`src/rtl/serial_tx.sv`:
```
`default_nettype none
// ============================================================================
//  Module   : serial_tx
//  Purpose  : Parallel-in, serial-out frame transmitter. Each frame is one
//             low start bit, WIDTH data bits sent LSB first, and one high stop
//             bit. Every bit is held for CLK_DIV clock cycles. The line idles
//             high.
//  Ports    : clk   - system clock, rising-edge active
//             clr_n - asynchronous active-low clear; abandons any partial frame
//             ld    - send request; only honoured in IDLE
//             din   - parallel data; captured on the accepting edge only
//             sout  - serial line output (registered)
//             busy  - high during START, DATA and STOP (registered)
//             done  - one-cycle pulse in the first IDLE cycle after a frame
//  Revision : 1.0 - initial release
// ============================================================================
module serial_tx #(
    parameter int WIDTH   = 8,
    parameter int CLK_DIV = 4
) (
    input  logic             clk,
    input  logic             clr_n,
    input  logic             ld,
    input  logic [WIDTH-1:0] din,
    output logic             sout,
    output logic             busy,
    output logic             done
);

    localparam int IDX_W = (WIDTH   > 1) ? $clog2(WIDTH)   : 1;
    localparam int DIV_W = (CLK_DIV > 1) ? $clog2(CLK_DIV) : 1;

    localparam logic [IDX_W-1:0] c_last_idx = IDX_W'(WIDTH - 1);
    localparam logic [DIV_W-1:0] c_div_max  = DIV_W'(CLK_DIV - 1);

    typedef enum logic [1:0] {
        S_IDLE  = 2'd0,
        S_START = 2'd1,
        S_DATA  = 2'd2,
        S_STOP  = 2'd3
    } state_t;

    state_t             r_state, w_state_n;
    logic [WIDTH-1:0]   r_shift, w_shift_n;
    logic [IDX_W-1:0]   r_idx,   w_idx_n;
    logic [DIV_W-1:0]   r_div,   w_div_n;
    logic               w_sout_n, w_busy_n, w_done_n;
    logic               w_bit_end;
    logic [WIDTH-1:0]   w_shifted;

    assign w_bit_end = (r_div == c_div_max);
    assign w_shifted = r_shift >> 1;

    always_ff @(posedge clk or negedge clr_n) begin
        if (!clr_n) begin
            r_state <= S_IDLE;
            r_shift <= '0;
            r_idx   <= '0;
            r_div   <= '0;
            sout    <= 1'b1;
            busy    <= 1'b0;
            done    <= 1'b0;
        end else begin
            r_state <= w_state_n;
            r_shift <= w_shift_n;
            r_idx   <= w_idx_n;
            r_div   <= w_div_n;
            sout    <= w_sout_n;
            busy    <= w_busy_n;
            done    <= w_done_n;
        end
    end

    // Outputs are computed here as next-state values so that sout/busy/done
    // are flops; in particular the start bit appears on the very edge that
    // accepts ld.
    always_comb begin
        w_state_n = r_state;
        w_shift_n = r_shift;
        w_idx_n   = r_idx;
        w_div_n   = r_div;
        w_sout_n  = sout;
        w_busy_n  = busy;
        w_done_n  = 1'b0;

        case (r_state)
            S_IDLE: begin
                w_sout_n = 1'b1;
                w_busy_n = 1'b0;
                if (ld) begin
                    w_shift_n = din;
                    w_div_n   = '0;
                    w_idx_n   = '0;
                    w_state_n = S_START;
                    w_sout_n  = 1'b0;
                    w_busy_n  = 1'b1;
                end
            end

            S_START: begin
                if (w_bit_end) begin
                    w_div_n   = '0;
                    w_state_n = S_DATA;
                    w_sout_n  = r_shift[0];
                end else begin
                    w_div_n = r_div + DIV_W'(1);
                end
            end

            S_DATA: begin
                if (w_bit_end) begin
                    w_div_n   = '0;
                    w_shift_n = w_shifted;
                    w_idx_n   = r_idx + IDX_W'(1);
                    if (r_idx == c_last_idx) begin
                        w_state_n = S_STOP;
                        w_sout_n  = 1'b1;
                    end else begin
                        // Next bit is what becomes bit 0 after this shift.
                        w_sout_n = w_shifted[0];
                    end
                end else begin
                    w_div_n = r_div + DIV_W'(1);
                end
            end

            S_STOP: begin
                if (w_bit_end) begin
                    w_div_n   = '0;
                    w_state_n = S_IDLE;
                    w_sout_n  = 1'b1;
                    w_busy_n  = 1'b0;
                    w_done_n  = 1'b1;
                end else begin
                    w_div_n = r_div + DIV_W'(1);
                end
            end

            default: begin
                w_state_n = S_IDLE;
                w_sout_n  = 1'b1;
                w_busy_n  = 1'b0;
            end
        endcase
    end

endmodule
`default_nettype wire

```
`config.mk`:
```
export PLATFORM = sky130hd
export DESIGN_NAME = serial_tx
export DESIGN_NICKNAME = d
export VERILOG_FILES = /design/src/rtl/serial_tx.sv
export SDC_FILE = /design/constraint.sdc
export NUM_CORES = 1
export LEC_CHECK = 0
export BUFFER_PORTS_ARGS = -buffer_cell sky130_fd_sc_hd__buf_2
export CAP_MARGIN = 20
export CORE_MARGIN = 2
export CORE_UTILIZATION = 25
export CTS_CLUSTER_SIZE = 30
export DETAILED_ROUTE_END_ITERATION = 10
export GPL_TIMING_DRIVEN = 0
export SYNTH_ARGS = -nofsm -noshare
export SYNTH_HDL_FRONTEND = slang
export SYNTH_SLANG_ARGS = --single-unit
```
`constraint.sdc`:
```
create_clock -name clk -period 2.1 [get_ports clk]
set_clock_uncertainty 0.1 [all_clocks]
set_input_delay 0.105 -clock clk [delete_from_list [all_inputs] [get_ports clk]]
set_output_delay 0.105 -clock clk [all_outputs]
set_load 0.005 [all_outputs]
```
==> results of run 1 <==
## how the worst max path moves through the flow
stage | endpoint | cells past startpoint | start
global route | r_state[1] | 6 | r_state[0]
global placement | r_shift[5] | 6 | r_state[0]
finish | r_state[1] | 6 | r_state[0]
detailed placement | r_shift[4] | 6 | r_state[0]
CTS | r_shift[4] | 6 | r_state[0]
floorplan | r_shift[0] | 6 | r_state[0]
## placed cells by master, fill, tap and decap left out, drive strengths merged
cell type,n
ha,7
o21ai,7
o31ai,1
nor3,2
dfstp,1
a211oi,1
dfrtp,17
a31oi,1
clkbuf,4
inv,7
nor2b,1
a21oi,1
dlygate4sd3,1
a22oi,1
buf,18
o22ai,1
or2b,1
nand4,3
and2b,2
mux2,16
o21a,1
nor2,2
o221ai,1
and2,1
nand2,3
mux2i,1
## metal layers
| layer | up-vias | track usage, % | wire (µm) |
|---|---|---|---|
| li1 | 328 | - | - |
| met2 | 7 | 15.6 | 908 |
| met5 | - | 0 | 0 |
| met4 | 0 | 3.83 | 0 |
| met1 | 318 | 10.6 | 786 |
| met3 | 0 | 2.87 | 43 |
## sequential cells by signal (all words and copies together), names as in the netlist
register  flops
r_shift       8
r_idx         3
r_div         2
r_state       2
busy          1
done          1
sout          1
## final cells by class
class / count / area, µm² / area share, %
plain buffers: 4 / 32.5 / 2.76
repair buffers: 15 / 95.1 / 8.08
multi-input cells: 54 / 467 / 39.6
inverters: 7 / 26.3 / 2.23
well taps: 48 / 60.1 / 5.10
clock buffers: 4 / 45.0 / 3.83
flip-flops and latches: 18 / 452 / 38.4
## what timing repair did
action,in CTS,in global routing
hold buffers,1,0
endpoints found under the setup margin,0,7
setup buffers,0,1
hold endpoints to repair,17,0
## worst max-delay path, stage by stage, from the launching register on
cell and delay [ns]:
dfrtp_1 0.38, inv_1 0.09, ha_1 0.21, buf_6 0.13
nor3_1 0.33, o221ai_1 0.24, mux2_2 0.31
## cells by family (layout without fill, tap and decap cells)
| group | count (synthesis) | count (layout) | share of synthesized area [%] |
|---|---|---|---|
| AOI/OAI and AO/OA | 15 | 15 | 9.35 |
| DFF | 18 | 18 | 46.2 |
| muxes | 17 | 17 | 19.5 |
| adders and majority gates | 7 | 7 | 8.96 |
| and+or+nand+nor | 15 | 15 | 9.99 |
| buffers and inverters | 11 | 30 | 6.02 |
## power by group through the flow
| stage | combinational, mW | sequential, mW | clock, mW |
|---|---|---|---|
| 2_1_floorplan | 0.724 | 0.588 | 0 |
| 3_3_place_gp | 0.860 | 0.603 | 0 |
| 3_5_place_dp | 0.890 | 0.616 | 0 |
| 4_1_cts | 0.895 | 0.609 | 0.253 |
| 5_1_grt | 1.08 | 0.631 | 0.276 |
| 6_report | 0.952 | 0.606 | 0.243 |
## through the flow
step	instance area (µm²)	worst slack [ns]	hold WS (ns)
after floorplan	977	0.273	-0.291
after global placement	1100	0.150	-0.0425
after detailed placement	1100	0.105	-0.0390
after CTS	1160	0.0977	0.0610
after global routing	1180	0.0331	0.109
final	1180	0.191	0.0625
==> metrics.yaml, run 1 <==
detailed_routing:
  wirelength_um: 1740
  antenna_left: 0
  wire_per_inst_um: 11.6
  drt_iter0_drc: 17
  dr.pass1.iters: 4
  drc: 0
  vias: 653
  avgViaCountPerCell: 4.35
floorplanning:
  chipHeight_um: 66.5
  core_um2: 3720
  die_area_um2: 4420
  std_cell_rows: 22
  dieWidth_um: 66.5
  start_util_pct: 26.3
  ios: 14
layout:
  layout.cells.non_filler: 150
  antenna_cells: 0
  syn_to_final_growth_pct: 20.5
  layout-drive-gt1-share_pct: 40.2
  fill_cells: 383
  final_nets: 121
  final_core_util_pct: 31.7
power:
  p_seq_share_pct: 33.6
  p_leak_nw: 0.535
  p_clk_share_pct: 13.5
  power_density_nw_per_um2: 1530
  p_comb_share_pct: 52.8
  p_sw_uw: 619
  netSwitchingFraction_pct: 34.4
  peakVddDrop_uv: 397
  p_total_mw: 1.80
  power.internal_mw: 1.18
synth:
  synthTopCellsByArea: "dfrtp_1 44%, mux2_2 18%, ha_1 9.0%"
  synth_top_flop_cell: "dfrtp_1"
  yosysMostFrequentCell: "dfrtp_1"
  synth.top_cell.area_share_pct: 43.5
  synthCells: 83
  syn_area_um2: 977
  synth_warnings: 0
  yosys.area.top_type: "dfrtp_1"
  synthArstFlopShare_pct: 100
  synth_cell_types: 27
  syn_nets: 101
  syn_avg_cell_area_um2: 11.8
  synth_edf_count: 0
  yosys-top-cells-count: "17 x dfrtp_1, 16 x mux2_2, 7 x ha_1, 7 x inv_1, 7 x o21ai_0"
  yosys_register_bits: 18
  ys_seq_area_share_pct: 46.2
global_route:
  grt_pass1_vias: 687
  grt_max_degree: 19
  grt_overflow: 0
  antenna_found_initial: 0
  track_usage_pct: 9.19
  grt_pass1_wl_um: 3070
sta:
  relSlewSlack_pct: 73.1
  fin_crit_sh_pct: 90.9
  setup_viol: 0
  fin_tns_setup_ns: 0
  fin_crit_ns: 1.91
  worst_pin_slew_ns: 0.404
  finalHoldViolCount: 0
  grt_setup_unrepaired: "no"
  slew_violations: 0
  fmax_ghz: 0.524
setup_path:
  reg2reg_to: "r_state[1]"
  endpoint_kind: "flop"
  arrival_ns: 1.94
  cp-start-kind: "flop"
  path_class: "reg2reg"
  required_ns: 2.14
  rrSetupSlack_ns: 0.19
  critPathMaxFanout: 7
  rr_worst_depth: 6
  reg2reg_from: "r_state[0]"
clock_network:
  cts_tree: "done"
  root_buffer: "clkbuf_8"
  cts.path.max_buffers: 2
  path_clk_slew_ns: 0.06
  insertion_delay_ns: 0.25
  post_cts_resized: 0
  cts_max_level: 1
  numCtsBuffers: 3
  cts.sinks: 18
worst_hold_path:
  hp-class: "in2reg"
  min_from: "din[7]"
  holdPathStages: 3
  holdPathEnd: "r_shift[7]"
place:
  gp_congestion: 0.721
  dp_cells: 144
  portBuffers: 13
  dp_hpwl_um: 1320
flow_run:
  cap_viol_max_count: 0
status:
  status: "finished, final reports clean"
Power figures use the tool's default switching activity.
==> run 2, diff against run 1 <==
- PLACE_DENSITY: not set -> 0.47
==> run 2 against run 1 <==
Against the previous run: register-to-register slack better by 0.03 ns; setup slack better by 0.031 ns; cell count is 0.67% higher; critical path depth stayed put; die area stayed put; global-route usage is 0.58 points higher; flip-flop and latch count stayed put; critical endpoint unchanged; routed wire length is 4.7% higher; largest power group unchanged; via count is 1.1% higher.
==> metrics.yaml, run 2 (synthesized netlist as in run 1, its figures left out) <==
layout:
  regMostFlops: "r_shift"
  antenna_cells: 0
  final_nets: 122
  layout-drive-gt1-share_pct: 41.7
  top_regs: "r_shift: 8 flops, r_idx: 3 flops"
  seq_area_um2: 452
  multi_input_area_um2: 467
  final_common_cell: "dfrtp_1"
  final_cell_mix: "17 x dfrtp_1, 16 x mux2_2, 15 x buf_2"
  largest_reg_flops: 8
  syn_to_final_growth_pct: 21.0
  fill_cells: 384
global_route:
  track_usage_pct: 9.77
  grt_max_degree: 19
  grt_pass1_vias: 696
  grt_pass1_wl_um: 3190
  grt_overflow: 0
  antenna_found_initial: 0
sta:
  fin_tns_setup_ns: 0
  fin_crit_ns: 1.88
  fin_crit_sh_pct: 89.4
  finalHoldViolCount: 0
  grt_setup_unrepaired: "no"
  fin_ws_ns: 0.222
  slew_violations: 0
  relSlewSlack_pct: 71.9
  setup_viol: 0
  worst_pin_slew_ns: 0.421
  fmax_ghz: 0.532
setup_path:
  required_ns: 2.14
  rr_worst_depth: 6
  reg2reg_from: "r_state[0]"
  crit_path_end: "r_state[1]"
  rrSetupSlack_ns: 0.22
  setup.worst_path.start: "r_state[0]"
  cp_num_cells: 6
  arrival_ns: 1.92
  endpoint_kind: "flop"
  path_class: "reg2reg"
  critPathMaxFanout: 7
  max_stage_delay_ns: 0.37
  critPathBufInv: 2
  reg2reg_to: "r_state[1]"
  path_delay_family: "flip-flops"
  path_cells: "inv_1, ha_1, buf_6, nor3_1, o221ai_1, mux2_2"
  slowest_stage: "dfrtp_1"
  cp-start-kind: "flop"
clock_network:
  path_clk_slew_ns: 0.06
  cts_max_level: 1
  root_buffer: "clkbuf_8"
  cts.sinks: 18
  numCtsBuffers: 3
  insertion_delay_ns: 0.25
  cts.path.max_buffers: 2
  cts_tree: "done"
floorplanning:
  core_um2: 3720
  start_util_pct: 26.3
  dieWidth_um: 66.5
  die_area_um2: 4420
  ios: 14
  chipHeight_um: 66.5
  std_cell_rows: 22
power:
  p_leak_nw: 0.542
  peakVddDrop_uv: 509
  power_density_nw_per_um2: 1540
detailed_routing:
  wire_per_inst_um: 12.1
  vias: 660
  wl_met3_um: 70
  highest_layer: "met4"
  wl_met1_um: 894
  routed-wl-met2_um: 819
  drt_iter0_drc: 36
  drc: 0
  dr.pass1.iters: 3
  avgViaCountPerCell: 4.37
  antenna_left: 0
  wirelength_um: 1820
status:
  status: "finished, final reports clean"
place:
  gp_congestion: 0.733
  pre_cts_ws_ns: 0.0809
  dp_hpwl_um: 1350
  portBuffers: 13
flow_run:
  cap_viol_max_count: 0
worst_hold_path:
  hp-class: "in2reg"
==> run 2: worst min-delay path by stage <==
stage / depth (start not counted) / to / from
after CTS: 3 / r_shift[3] / din[3]
after global placement: 1 / r_state[1] / clr_n
after detailed placement: 1 / r_state[0] / clr_n
final: 3 / r_shift[3] / din[3]
after floorplan: 0 / busy / clr_n
after global routing: 3 / r_shift[2] / din[2]
==> run 2: report_power, final <==
part           leakage [nW]  internal (mW)  switching, mW  total, mW
combinational         0.292          0.514          0.424      0.938
clock                0.0288          0.166          0.111      0.278
sequential            0.222          0.515         0.0870      0.602
total                 0.542           1.20          0.622       1.82
==> run 2: repair_timing <==
action                                 in CTS  in global routing
setup endpoints to repair                   0                  7
buffers inserted                            0                  2
hold buffers                                1                  0
gates resized for setup                     0                  0
endpoints found under the hold margin      17                  0
==> run 2: metal layers <==
layer | vias to the layer above | global-route usage (%)
li1 | 331 | -
met1 | 313 | 12.0
met2 | 12 | 15.4
met3 | 4 | 3.21
met4 | 0 | 4.59
met5 | - | 0
==> run 2: layout make-up <==
type                            instances  area share (%)
Buffer                                  4            2.75
Clock buffer                            4            4.66
Inverter                                7            2.22
Multi-Input combinational cell         54            39.5
Sequential cell                        18            38.2
Tap cell                               48            5.08
Timing Repair Buffer                   16            7.62
==> run 2: through the flow <==
| step | total power [mW] | cell area [µm²] | util, % | std cells | hold WS (ns) |
|---|---|---|---|---|---|
| final | 1.82 | 1180 | 31.8 | 151 | 0.108 |
| after detailed placement | 1.51 | 1100 | 29.7 | 144 | -0.0315 |
| after floorplan | 1.31 | 977 | - | 83 | -0.291 |
| after CTS | 1.81 | 1170 | 31.4 | 149 | 0.0954 |
| after global routing | 1.99 | 1180 | 31.8 | 151 | 0.0987 |
| after global placement | 1.48 | 1100 | 29.7 | 144 | -0.0366 |
==> run 2: tightest hold or removal path, stage by stage <==
cell	delay (ns)
buf_2	0.07
mux2_2	0.12
mux2_2	0.13
==> run 3, diff against run 2 <==
- CORE_UTILIZATION: 25 -> 47
- PLACE_DENSITY: 0.47 -> 0.74
==> run 3 against run 2 <==
Against the previous run: clock power fell by 23%; fmax down 0.52%; count of clock-buffer cells in the layout is the same; die area down 44%; combinational power is 3.0% higher; total power decreased by 2.1%; setup slack got worse by 0.0099 ns; critical path depth is 1 higher; critical path type unchanged; worst hold slack worse by 0.10 ns; design area decreased by 3.4%; routed wire length fell by 6.3%; critical endpoint is now r_shift[0].
==> metrics.yaml, run 3 (synthesized netlist as in run 1, its figures left out) <==
place:
  pre_cts_ws_ns: 0.0748
  dp_cells: 123
  portBuffers: 13
  gp_congestion: 0.707
  dp_hpwl_um: 1250
  place_area_um2: 1080
global_route:
  grt_pass1_vias: 677
  grt_max_degree: 19
  track_usage_pct: 15.5
  antenna_found_initial: 0
  grt_overflow: 0
  grt_pass1_wl_um: 2920
detailed_routing:
  drt_iter0_drc: 3
  vias: 668
  avgViaCountPerCell: 5.18
  wirelength_um: 1710
  dr.pass1.iters: 4
  antenna_left: 0
  drc: 0
  wire_per_inst_um: 13.2
clock_network:
  insertion_delay_ns: 0.29
  path_clk_slew_ns: 0.10
  post_cts_resized: 0
  cts.sinks: 18
  cts_tree: "done"
  numCtsBuffers: 3
  cts_max_level: 1
  root_buffer: "clkbuf_4"
  cts.path.max_buffers: 2
power:
  power_density_nw_per_um2: 1560
  p_leak_nw: 0.533
  peakVddDrop_uv: 835
layout:
  antenna_cells: 0
  largest_reg_flops: 8
  syn_to_final_growth_pct: 16.9
  final_area_um2: 1140
  layout.cells.non_filler: 129
  top_regs: "r_shift: 8 flops, r_idx: 3 flops"
  final_nets: 121
  final_cell_mix: "17 x dfrtp_1, 16 x mux2_2, 15 x buf_2"
  layout-drive-gt1-share_pct: 41.2
  fill_cells: 178
  final_common_cell: "dfrtp_1"
  regMostFlops: "r_shift"
worst_hold_path:
  holdPathStages: 3
  hp-class: "in2reg"
sta:
  setup_viol: 0
  fin_worst_hold_slack_ns: 0.00793
  slew_violations: 0
  fmax_ghz: 0.530
  grt_setup_unrepaired: "no"
  fin_crit_ns: 1.89
  finalHoldViolCount: 0
  fin_tns_setup_ns: 0
  relSlewSlack_pct: 73.1
  fin_ws_ns: 0.212
  fin_crit_sh_pct: 89.9
  worst_pin_slew_ns: 0.403
floorplanning:
  die_area_um2: 2460
  ios: 14
  core_um2: 1960
  std_cell_rows: 16
  chipHeight_um: 49.6
  dieWidth_um: 49.6
  start_util_pct: 49.8
setup_path:
  critPathMaxFanout: 10
  path_class: "reg2reg"
  arrival_ns: 1.97
  required_ns: 2.19
  cp-start-kind: "flop"
  endpoint_kind: "flop"
  rr_worst_depth: 7
status:
  status: "finished, final reports clean"
flow_run:
  cap_viol_max_count: 0
run 3: changes by cell type in the layout (fill, tap and decap cells not counted):
cell,delta
clkbuf_8,-3
buf_4,-2
buf_12,+1
clkbuf_4,+3
run 3: path summary, 6_finish.rpt:
kind	from	slack, ns	end
max reg2reg	r_state[0]	0.21	r_shift[0]
min in group asynchronous	clr_n	0.16	r_shift[6]
max in group asynchronous	clr_n	1.42	sout
min	din[7]	0.008	r_shift[7]
max	r_state[0]	0.21	r_shift[0]
min reg2reg	r_div[0]	0.39	r_div[0]
run 3: through the flow:
| stage | utilization [%] | power (mW) |
|---|---|---|
| after floorplan | - | 1.31 |
| after global placement | 54.8 | 1.45 |
| after detailed placement | 54.8 | 1.51 |
| after CTS | 57.2 | 1.73 |
| after global routing | 58.2 | 1.93 |
| final | 58.2 | 1.78 |
run 3: what timing repair did:
item	CTS	global route
endpoints found under the setup margin	0	7
buffers inserted	0	1
hold buffers	1	0
hold endpoints to repair	18	0
run 3: where the power goes:
part | switching [mW] | internal [mW] | total (mW)
Sequential | 0.0869 | 0.513 | 0.600
Clock | 0.107 | 0.106 | 0.213
Combinational | 0.432 | 0.534 | 0.966
Total | 0.626 | 1.15 | 1.78
run 3: cell type report:
type	count	area, µm²	area share, %
multi-input cells	54	467	40.9
plain buffers	4	32.5	2.85
clock buffers	4	36.3	3.18
flip-flops and latches	18	452	39.5
inverters	7	26.3	2.30
well taps	27	33.8	2.96
repair buffers	15	95.1	8.32
run 3: critical path, stage by stage (launching register included):
cell     delay, ns
dfrtp_1       0.39
inv_1         0.09
ha_1          0.21
buf_6         0.13
nor2b_1       0.16
nor3_4        0.22
buf_12        0.16
mux2_2        0.33
run 3: per-layer routing:
metal	up-vias	track usage (%)	routed length, µm
met1	319	19.1	713
met2	13	27.1	908
met3	4	1.82	51
li1	332	-	-
met5	-	0	0
met4	0	6.94	31
